<file path="src/rtl/hs32_fetch.sv">
// HS32 instruction fetch: single-outstanding memory reader feeding a prefetch FIFO for decode.
// Define HS32_FETCH_PC_EN to add the instpc output carrying the address of the head word.
module hs32_fetch #(
   parameter int          DEPTH     = 4,
   parameter logic [31:0] RESET_VEC = 32'h0000_0000
) (
   input  logic        clk,
   input  logic        reset,
   output logic [31:0] mem_addr,
   output logic        mem_req,
   input  logic        mem_ack,
   input  logic [31:0] mem_data,
   output logic [31:0] instd,
   input  logic        reqd,
   output logic        ackd,
   input  logic        flush,
   input  logic [31:0] newpc
`ifdef HS32_FETCH_PC_EN
   ,
   output logic [31:0] instpc
`endif
);

   localparam int AW = $clog2(DEPTH);
   localparam int CW = AW + 1;

   typedef enum logic [1:0] {IDLE, REQ, DROP} state_t;

   state_t          state;
   logic [31:0]     pc;
   logic [31:0]     fifoData [DEPTH];
   logic [AW-1:0]   rdPtr;
   logic [AW-1:0]   wrPtr;
   logic [CW-1:0]   count;
   logic            push;
   logic            pop;
   logic [31:0]     target;

`ifdef HS32_FETCH_PC_EN
   logic [31:0]     fifoPc [DEPTH];
`endif

   assign target = {newpc[31:2], 2'b00};
   assign ackd   = (count != '0) & ~flush;
   assign instd  = fifoData[rdPtr];
   assign pop    = reqd & ackd;
   // Only a response to a live request is kept; drops and flush-cycle acks are discarded.
   assign push   = (state == REQ) & mem_ack & ~flush;

`ifdef HS32_FETCH_PC_EN
   assign instpc = (count != '0) ? fifoPc[rdPtr] : 32'h0;
`endif

   always_ff @(posedge clk) begin
      if (!reset) begin
         state    <= IDLE;
         pc       <= RESET_VEC;
         mem_req  <= 1'b0;
         mem_addr <= RESET_VEC;
      end else begin
         case (state)
            IDLE: begin
               if (flush) begin
                  pc <= target;
               end else if (count < CW'(DEPTH)) begin
                  state    <= REQ;
                  mem_req  <= 1'b1;
                  mem_addr <= pc;
               end
            end
            REQ: begin
               if (mem_ack) begin
                  state   <= IDLE;
                  mem_req <= 1'b0;
                  pc      <= flush ? target : pc + 32'd4;
               end else if (flush) begin
                  state <= DROP;
                  pc    <= target;
               end
            end
            DROP: begin
               if (flush) pc <= target;
               if (mem_ack) begin
                  state   <= IDLE;
                  mem_req <= 1'b0;
               end
            end
            default: begin
               state   <= IDLE;
               mem_req <= 1'b0;
            end
         endcase
      end
   end

   always_ff @(posedge clk) begin
      if (!reset) begin
         rdPtr <= '0;
         wrPtr <= '0;
         count <= '0;
         for (int i = 0; i < DEPTH; i++) begin
            fifoData[i] <= 32'h0;
`ifdef HS32_FETCH_PC_EN
            fifoPc[i]   <= 32'h0;
`endif
         end
      end else if (flush) begin
         rdPtr <= '0;
         wrPtr <= '0;
         count <= '0;
      end else begin
         if (push) begin
            fifoData[wrPtr] <= mem_data;
`ifdef HS32_FETCH_PC_EN
            fifoPc[wrPtr]   <= mem_addr;
`endif
            wrPtr <= wrPtr + AW'(1);
         end
         if (pop) rdPtr <= rdPtr + AW'(1);
         case ({push, pop})
            2'b10:   count <= count + CW'(1);
            2'b01:   count <= count - CW'(1);
            default: count <= count;
         endcase
      end
   end

`ifndef SYNTHESIS
   pushNotFull: assert property (@(posedge clk) disable iff (!reset) !(push && count == CW'(DEPTH)));
`endif

endmodule

</file>
<file path="config.mk">
export PLATFORM = sky130hd
export DESIGN_NAME = hs32_fetch
export DESIGN_NICKNAME = d
export VERILOG_FILES = /design/src/rtl/hs32_fetch.sv
export SDC_FILE = /design/constraint.sdc
export NUM_CORES = 1
export LEC_CHECK = 0
export ABC_AREA = 1
export BUFFER_PORTS_ARGS = -buffer_cell sky130_fd_sc_hd__buf_2
export CAP_MARGIN = 20
export CORE_MARGIN = 4
export CORE_UTILIZATION = 50
export DETAILED_ROUTE_END_ITERATION = 12
export GPL_ROUTABILITY_DRIVEN = 1
export PLACE_DENSITY = 0.76
export SYNTH_ARGS = -nofsm -noshare
export SYNTH_HDL_FRONTEND = slang
export SYNTH_SLANG_ARGS = --single-unit
</file>
<file path="constraint.sdc">
create_clock -name clk -period 4.39 [get_ports clk]
set_input_delay 0.2195 -clock clk [delete_from_list [all_inputs] [get_ports clk]]
set_output_delay 0.2195 -clock clk [all_outputs]
set_load 0.02 [all_outputs]
</file>
==> flow_metrics.py, run 1 <==
metrics = {
    "run_status": {
        "run_status": "complete, no violations",
    },
    "route": {
        "antenna_left": 0,
        "drt-total-wl_um": 23900,
        "drt_iter0_drc": 691,
        "firstDrtPassIters": 8,
        "drc": 0,
        "via_per_inst": 5.33,
        "dr_total_vias": 8059,
        "wl_per_cell_um": 15.8,
    },
    "yosys": {
        "synth_area_um2": 9710,
        "synthMuxAreaShare": 0,
        "synth_compound_area_frac": 0.142,
        "dominantRegCellSynth": "edfxtp_1",
        "synth-edff-count": 128,
        "synth_xor_area_frac": 0.000902,
        "yosys.area_share.adder": 0.00979,
        "synth_top_family_by_area": "simple AND/OR/NAND/NOR gates",
        "syn_avg_cell_area_um2": 8.69,
        "syn_inst": 1117,
        "async_flop_share": 0,
        "yosysWarnings": 0,
        "syn_nets": 1193,
        "ys_seq_area_frac": 0.553,
        "synthSimpleGateAreaFrac": 0.209,
        "synth_cell_types": 42,
        "synth_seq_cells": 204,
    },
    "timing": {
        "worst_slew_pin_slew_ns": 0.990,
        "period_needed_ns": 2.61,
        "hold_viol": 0,
        "fmax_mhz": 383,
        "finClkSkew_ns": 0.0229,
        "maxSlewHeadroom": 0.339,
        "period_share": 0.594,
        "setup_viol": 0,
        "maxSlewViolCount": 0,
        "rsz0062_at_grt": "no",
        "setup_tns_ns": 0,
    },
    "place": {
        "placed_area_um2": 10600,
        "dpl.cell_count": 1468,
        "port_buffers": 132,
        "place_hpwl_um": 15000,
        "gp_congestion": 0.907,
    },
    "final_layout": {
        "fillers": 1623,
        "fin_area_um2": 11400,
        "diodes": 0,
        "area_growth_pct": 17.2,
        "final_common_cell": "nor2_1",
        "final_cell_mix": "nor2_1 (221), buf_2 (132), edfxtp_1 (128)",
        "layoutNonFillerInstCount": 1513,
        "drive_above_1_share": 0.196,
        "fin_nets": 1314,
    },
    "floorplan": {
        "floorplan.initialDensity": 0.514,
        "die_h_um": 147,
        "die_area_um2": 21700,
        "rows": 50,
        "die_w_um": 147,
        "ios": 135,
        "coreArea_um2": 18900,
    },
    "setup_path": {
        "r2r_end": "fifoData[3][23]",
        "worst-setup-path-type": "reg2out",
        "reg2reg_depth": 9,
        "rr_startpoint": "state[1]",
        "cp_slowest_cell": "clkinv_1",
        "end_kind": "primary output",
        "worstPathArrival_ns": 2.39,
        "cp_max_fo": 42,
        "critPathMaxStageDelay_ns": 0.50,
        "startpoint_type": "flop",
        "ff2ff_setup_slack_ns": 1.84,
        "crit_chain": "clkinv_1 -> buf_4 -> o21ai_0 -> o22ai_1 -> buf_2",
        "crit_required_ns": 4.17,
    },
    "clocking": {
        "clock_path_buffers": 3,
        "cts_buffers": 21,
        "clock-sinks": 204,
        "cts_root_buf": "clkbuf_16",
        "cts.repair.resized": 0,
        "htree_levels": 1,
        "cts_tree": "yes",
        "worstSkewPairLatency_ns": 0.51,
        "clkTransAtPathRegs_ns": 0.06,
    },
    "min_path": {
        "min_to": "pc[2]",
        "hp-class": "in2reg",
        "hold_depth": 3,
        "min_from": "newpc[2]",
    },
    "power": {
        "vdd.ir_drop.worst_mv": 0.269,
        "power.total_mw": 5.11,
        "p_per_area_nw_per_um2": 448,
        "power.leakage_nw": 4.79,
    },
    "flow_run": {
        "maxCapViolations": 0,
    },
    "global_route": {
        "grt_overflow": 0,
        "grt_max_degree": 65,
        "first_global_vias": 7630,
        "grt_usage": 0.218,
        "grt_pass1_wl_um": 38900,
        "antenna_found_initial": 1,
    },
}
==> area by class of cell <==
cell class	count	area (um^2)	area share
multi-input cells	713	3530	0.310
clock inverters	5	78.8	0.00692
inverters	143	539	0.0474
flip-flops and latches	204	5370	0.471
clock buffers	33	687	0.0603
repair buffers	155	861	0.0756
well taps	260	325	0.0286
==> kinds of logic after synthesis <==
family                     count (synthesis)
buffers and inverters                    200
and+or+nand+nor                          446
DFF                                      204
adders and majority gates                  7
xor gates and xnor gates                   1
AOI/OAI and AO/OA                        259
==> metrics by stage <==
stage	util	hold slack [ns]	worst slack [ns]
3_5_place_dp	0.558	0.438	1.76
3_3_place_gp	0.558	0.437	1.76
4_1_cts	0.602	0.000689	1.79
2_1_floorplan	-	0.358	0.555
5_1_grt	0.603	0.0142	1.60
6_report	0.603	0.0204	1.78
==> routing by layer <==
metal | GRT usage | up-vias | share of wire | routed length, um
li1 | - | 3975 | - | -
met1 | 0.286 | 3720 | 0.41 | 9700
met2 | 0.372 | 309 | 0.49 | 11600
met3 | 0.0339 | 53 | 0.081 | 1940
met4 | 0.0713 | 2 | 0.027 | 647
met5 | 0 | - | 0.00054 | 13
==> flip-flops by register name (all words and copies together) (netlist names), named ones only <==
register and flops:
count 3, wrPtr 2, fifoData 128, rdPtr 2, pc 32, mem_addr 32, mem_req 1, state 2
==> worst max-delay path by stage <==
| stage | end | cells past startpoint | slack (ns) | from |
|---|---|---|---|---|
| global route | fifoData[3][23] | 9 | 1.60 | state[1] |
| finish | instd[30] | 5 | 1.78 | flop |
| detailed placement | fifoData[2][22] | 8 | 1.76 | flush |
| floorplan | fifoData[3][0] | 8 | 0.56 | state[1] |
| global placement | fifoData[2][25] | 8 | 1.76 | flush |
| CTS | instd[19] | 5 | 1.79 | flop |
==> where the power goes <==
| group | leakage, nW | internal, mW | total [mW] | switching, mW |
|---|---|---|---|---|
| sequential | 1.95 | 2.22 | 2.33 | 0.107 |
| clock | 0.383 | 1.20 | 1.93 | 0.734 |
| combinational | 2.46 | 0.263 | 0.848 | 0.585 |
==> worst max-delay path: cells and delay by family, from the launching register on <==
| kind | cells | cell delay (ns) |
|---|---|---|
| compound gates | 2 | 0.36 |
| buf+inv | 3 | 1.18 |
| flops | 1 | 0.32 |
==> synth_stat cells, types with 24 or more instances <==
master | number | area (um^2)
o21ai_0 | 129 | 646
o22ai_1 | 32 | 200
nand2_1 | 115 | 432
clkbuf_1 | 36 | 135
nor2_4 | 24 | 270
dfxtp_1 | 76 | 1520
nor2_1 | 221 | 830
nand3_1 | 42 | 210
edfxtp_1 | 128 | 3840
inv_1 | 121 | 454
a21oi_1 | 74 | 370
==> timing repair <==
action / CTS / global route
buffers inserted: 0 / 0
endpoints found under the hold margin: 6 / 0
endpoints found under the setup margin: 0 / 0
hold buffers: 6 / 0
(Power assumes the default switching activity.)
==> inputs of run 2 (changes only) <==
Clock period 4.39 ns to 2.5 ns, I/O delays scaled along.
==> run 2 against run 1 <==
Setup slack worse by 1.5 ns. Clock power is 85% higher. Critical path depth is 7 higher. First-iteration DRC count is 16% lower. Via count is 5.4% higher. Power is 82% higher. Hold slack better by 0.0030 ns. Global-route usage is 2.2 points higher. Sequential share of layout area is 2.5 points lower. Critical path type is now reg2reg. Largest cell class unchanged.
==> flow_metrics.py, run 2 (synthesized netlist as in run 1, its figures left out) <==
metrics = {
    "timing": {
        "rsz0062_at_grt": "no",
        "setup_viol": 0,
        "period_share": 0.900,
        "maxSlewViolCount": 0,
        "worst_slew_pin_slew_ns": 0.655,
        "fmax_mhz": 445,
        "finClkSkew_ns": 0.00943,
        "maxSlewHeadroom": 0.563,
        "hold_viol": 0,
        "setup_slack_ns": 0.250,
        "period_needed_ns": 2.25,
    },
    "global_route": {
        "first_global_vias": 8360,
        "antenna_found_initial": 1,
        "grt_usage": 0.240,
        "grt_overflow": 0,
        "grt_pass1_wl_um": 42300,
        "grt_max_degree": 65,
    },
    "setup_path": {
        "end_kind": "flop",
        "critPathMaxStageDelay_ns": 0.38,
        "startpoint_type": "flop",
        "worstPathArrival_ns": 2.64,
        "crit_required_ns": 2.90,
        "crit_chain": "inv_1 -> ha_1 -> nand2_1 -> nor2_1 -> inv_1 -> ha_1 -> inv_1 -> fa_1 -> a21oi_1 -> o21ai_0 -> o21ai_0 -> a21oi_1",
        "worst-setup-path-type": "reg2reg",
        "crit_buf_inv": 3,
        "cpMostUsedCell": "inv_1",
        "cp_max_fo": 4,
        "cp_slowest_cell": "fa_1",
        "crit_family": "adder cells",
    },
    "clocking": {
        "cts_root_buf": "clkbuf_16",
        "postCtsSetupRepairBufs": 0,
        "cts_tree": "yes",
        "clkTransAtPathRegs_ns": 0.07,
        "clock_path_buffers": 3,
        "worstSkewPairLatency_ns": 0.51,
        "clock-sinks": 204,
        "cts_buffers": 22,
        "htree_levels": 1,
    },
    "floorplan": {
        "die_w_um": 147,
        "coreArea_um2": 18900,
        "die_area_um2": 21700,
        "ios": 135,
        "rows": 50,
        "floorplan.initialDensity": 0.514,
        "die_h_um": 147,
    },
    "final_layout": {
        "seq_area_um2": 5370,
        "fin_nets": 1375,
        "layoutNonFillerInstCount": 1576,
        "multiInputGateArea_um2": 3530,
        "final_common_cell": "nor2_1",
        "fillers": 1542,
        "largest_register": "fifoData",
        "area_growth_pct": 23.9,
        "fin_area_um2": 12000,
        "drive_above_1_share": 0.197,
        "largest_register_ffs": 128,
        "reg_top3": "fifoData (128), mem_addr (32), pc (32)",
        "final_cell_mix": "nor2_1 (221), buf_2 (132), edfxtp_1 (128)",
    },
    "place": {
        "dpl.cell_count": 1483,
        "gp_congestion": 0.968,
        "dp_slack_ns": 0.270,
        "place_hpwl_um": 16500,
        "placed_area_um2": 10700,
        "port_buffers": 132,
    },
    "run_status": {
        "run_status": "complete, no violations",
    },
    "route": {
        "drc": 0,
        "drt-total-wl_um": 26500,
        "firstDrtPassIters": 5,
        "wl_per_cell_um": 16.8,
        "via_per_inst": 5.39,
        "drt_iter0_drc": 577,
        "dr_total_vias": 8496,
        "antenna_left": 0,
    },
    "min_path": {
        "hp-class": "in2reg",
    },
    "power": {
        "power.leakage_nw": 5.07,
        "p_per_area_nw_per_um2": 773,
        "vdd.ir_drop.worst_mv": 0.568,
    },
    "flow_run": {
        "maxCapViolations": 0,
    },
}
==> run 2: cell type report <==
| type | count | area share |
|---|---|---|
| diodes | 1 | 0.000208 |
| clock inverters | 15 | 0.0168 |
| inverters | 143 | 0.0448 |
| multi-input cells | 713 | 0.293 |
| clock buffers | 25 | 0.0502 |
| repair buffers | 215 | 0.122 |
| well taps | 260 | 0.0270 |
| flip-flops and latches | 204 | 0.446 |
==> run 2: report_power, final <==
part | switching (mW) | leakage (nW) | internal [mW] | total, mW
Sequential | 0.192 | 1.95 | 3.90 | 4.09
Clock | 1.39 | 0.392 | 2.18 | 3.57
Combinational | 1.09 | 2.73 | 0.555 | 1.64
==> run 2: repair_timing <==
action                    4_1_cts  5_1_grt
hold buffers                   52        0
hold endpoints to repair       73        0
gates resized for setup         0        0
==> run 2: final timing paths <==
check / slack (ns) / startpoint / to / depth (start not counted)
min: 0.02 / newpc[8] / pc[8] / 5
min reg2reg: 0.46 / pc[0] / pc[0] / 2
max reg2reg: 0.25 / state[1] / count[2] / 12
max: 0.25 / state[1] / count[2] / 12
==> run 2: stage by stage <==
step	hold slack, ns	util	power [mW]	setup TNS [ns]
after global placement	0.371	0.566	5.67	0
after floorplan	0.263	-	5.15	-19.27
after detailed placement	0.380	0.566	5.70	0
final	0.0234	0.637	9.30	0
after global routing	0.0304	0.637	9.66	0
after CTS	0.00620	0.637	9.31	0
==> run 2: worst reg2reg max path: stages, from the launching register on <==
cell	delay, ns
dfxtp_1	0.35
inv_1	0.08
ha_1	0.19
nand2_1	0.18
nor2_1	0.08
inv_1	0.14
ha_1	0.17
inv_1	0.06
fa_1	0.38
a21oi_1	0.14
o21ai_0	0.12
o21ai_0	0.18
a21oi_1	0.06
==> run 2: routing by layer <==
layer	GRT usage	wire length, um	vias to the layer above
met3	0.0333	1650	63
met2	0.422	13100	342
li1	-	-	4104
met4	0.0788	776	0
met1	0.307	11000	3987
met5	0	0	-
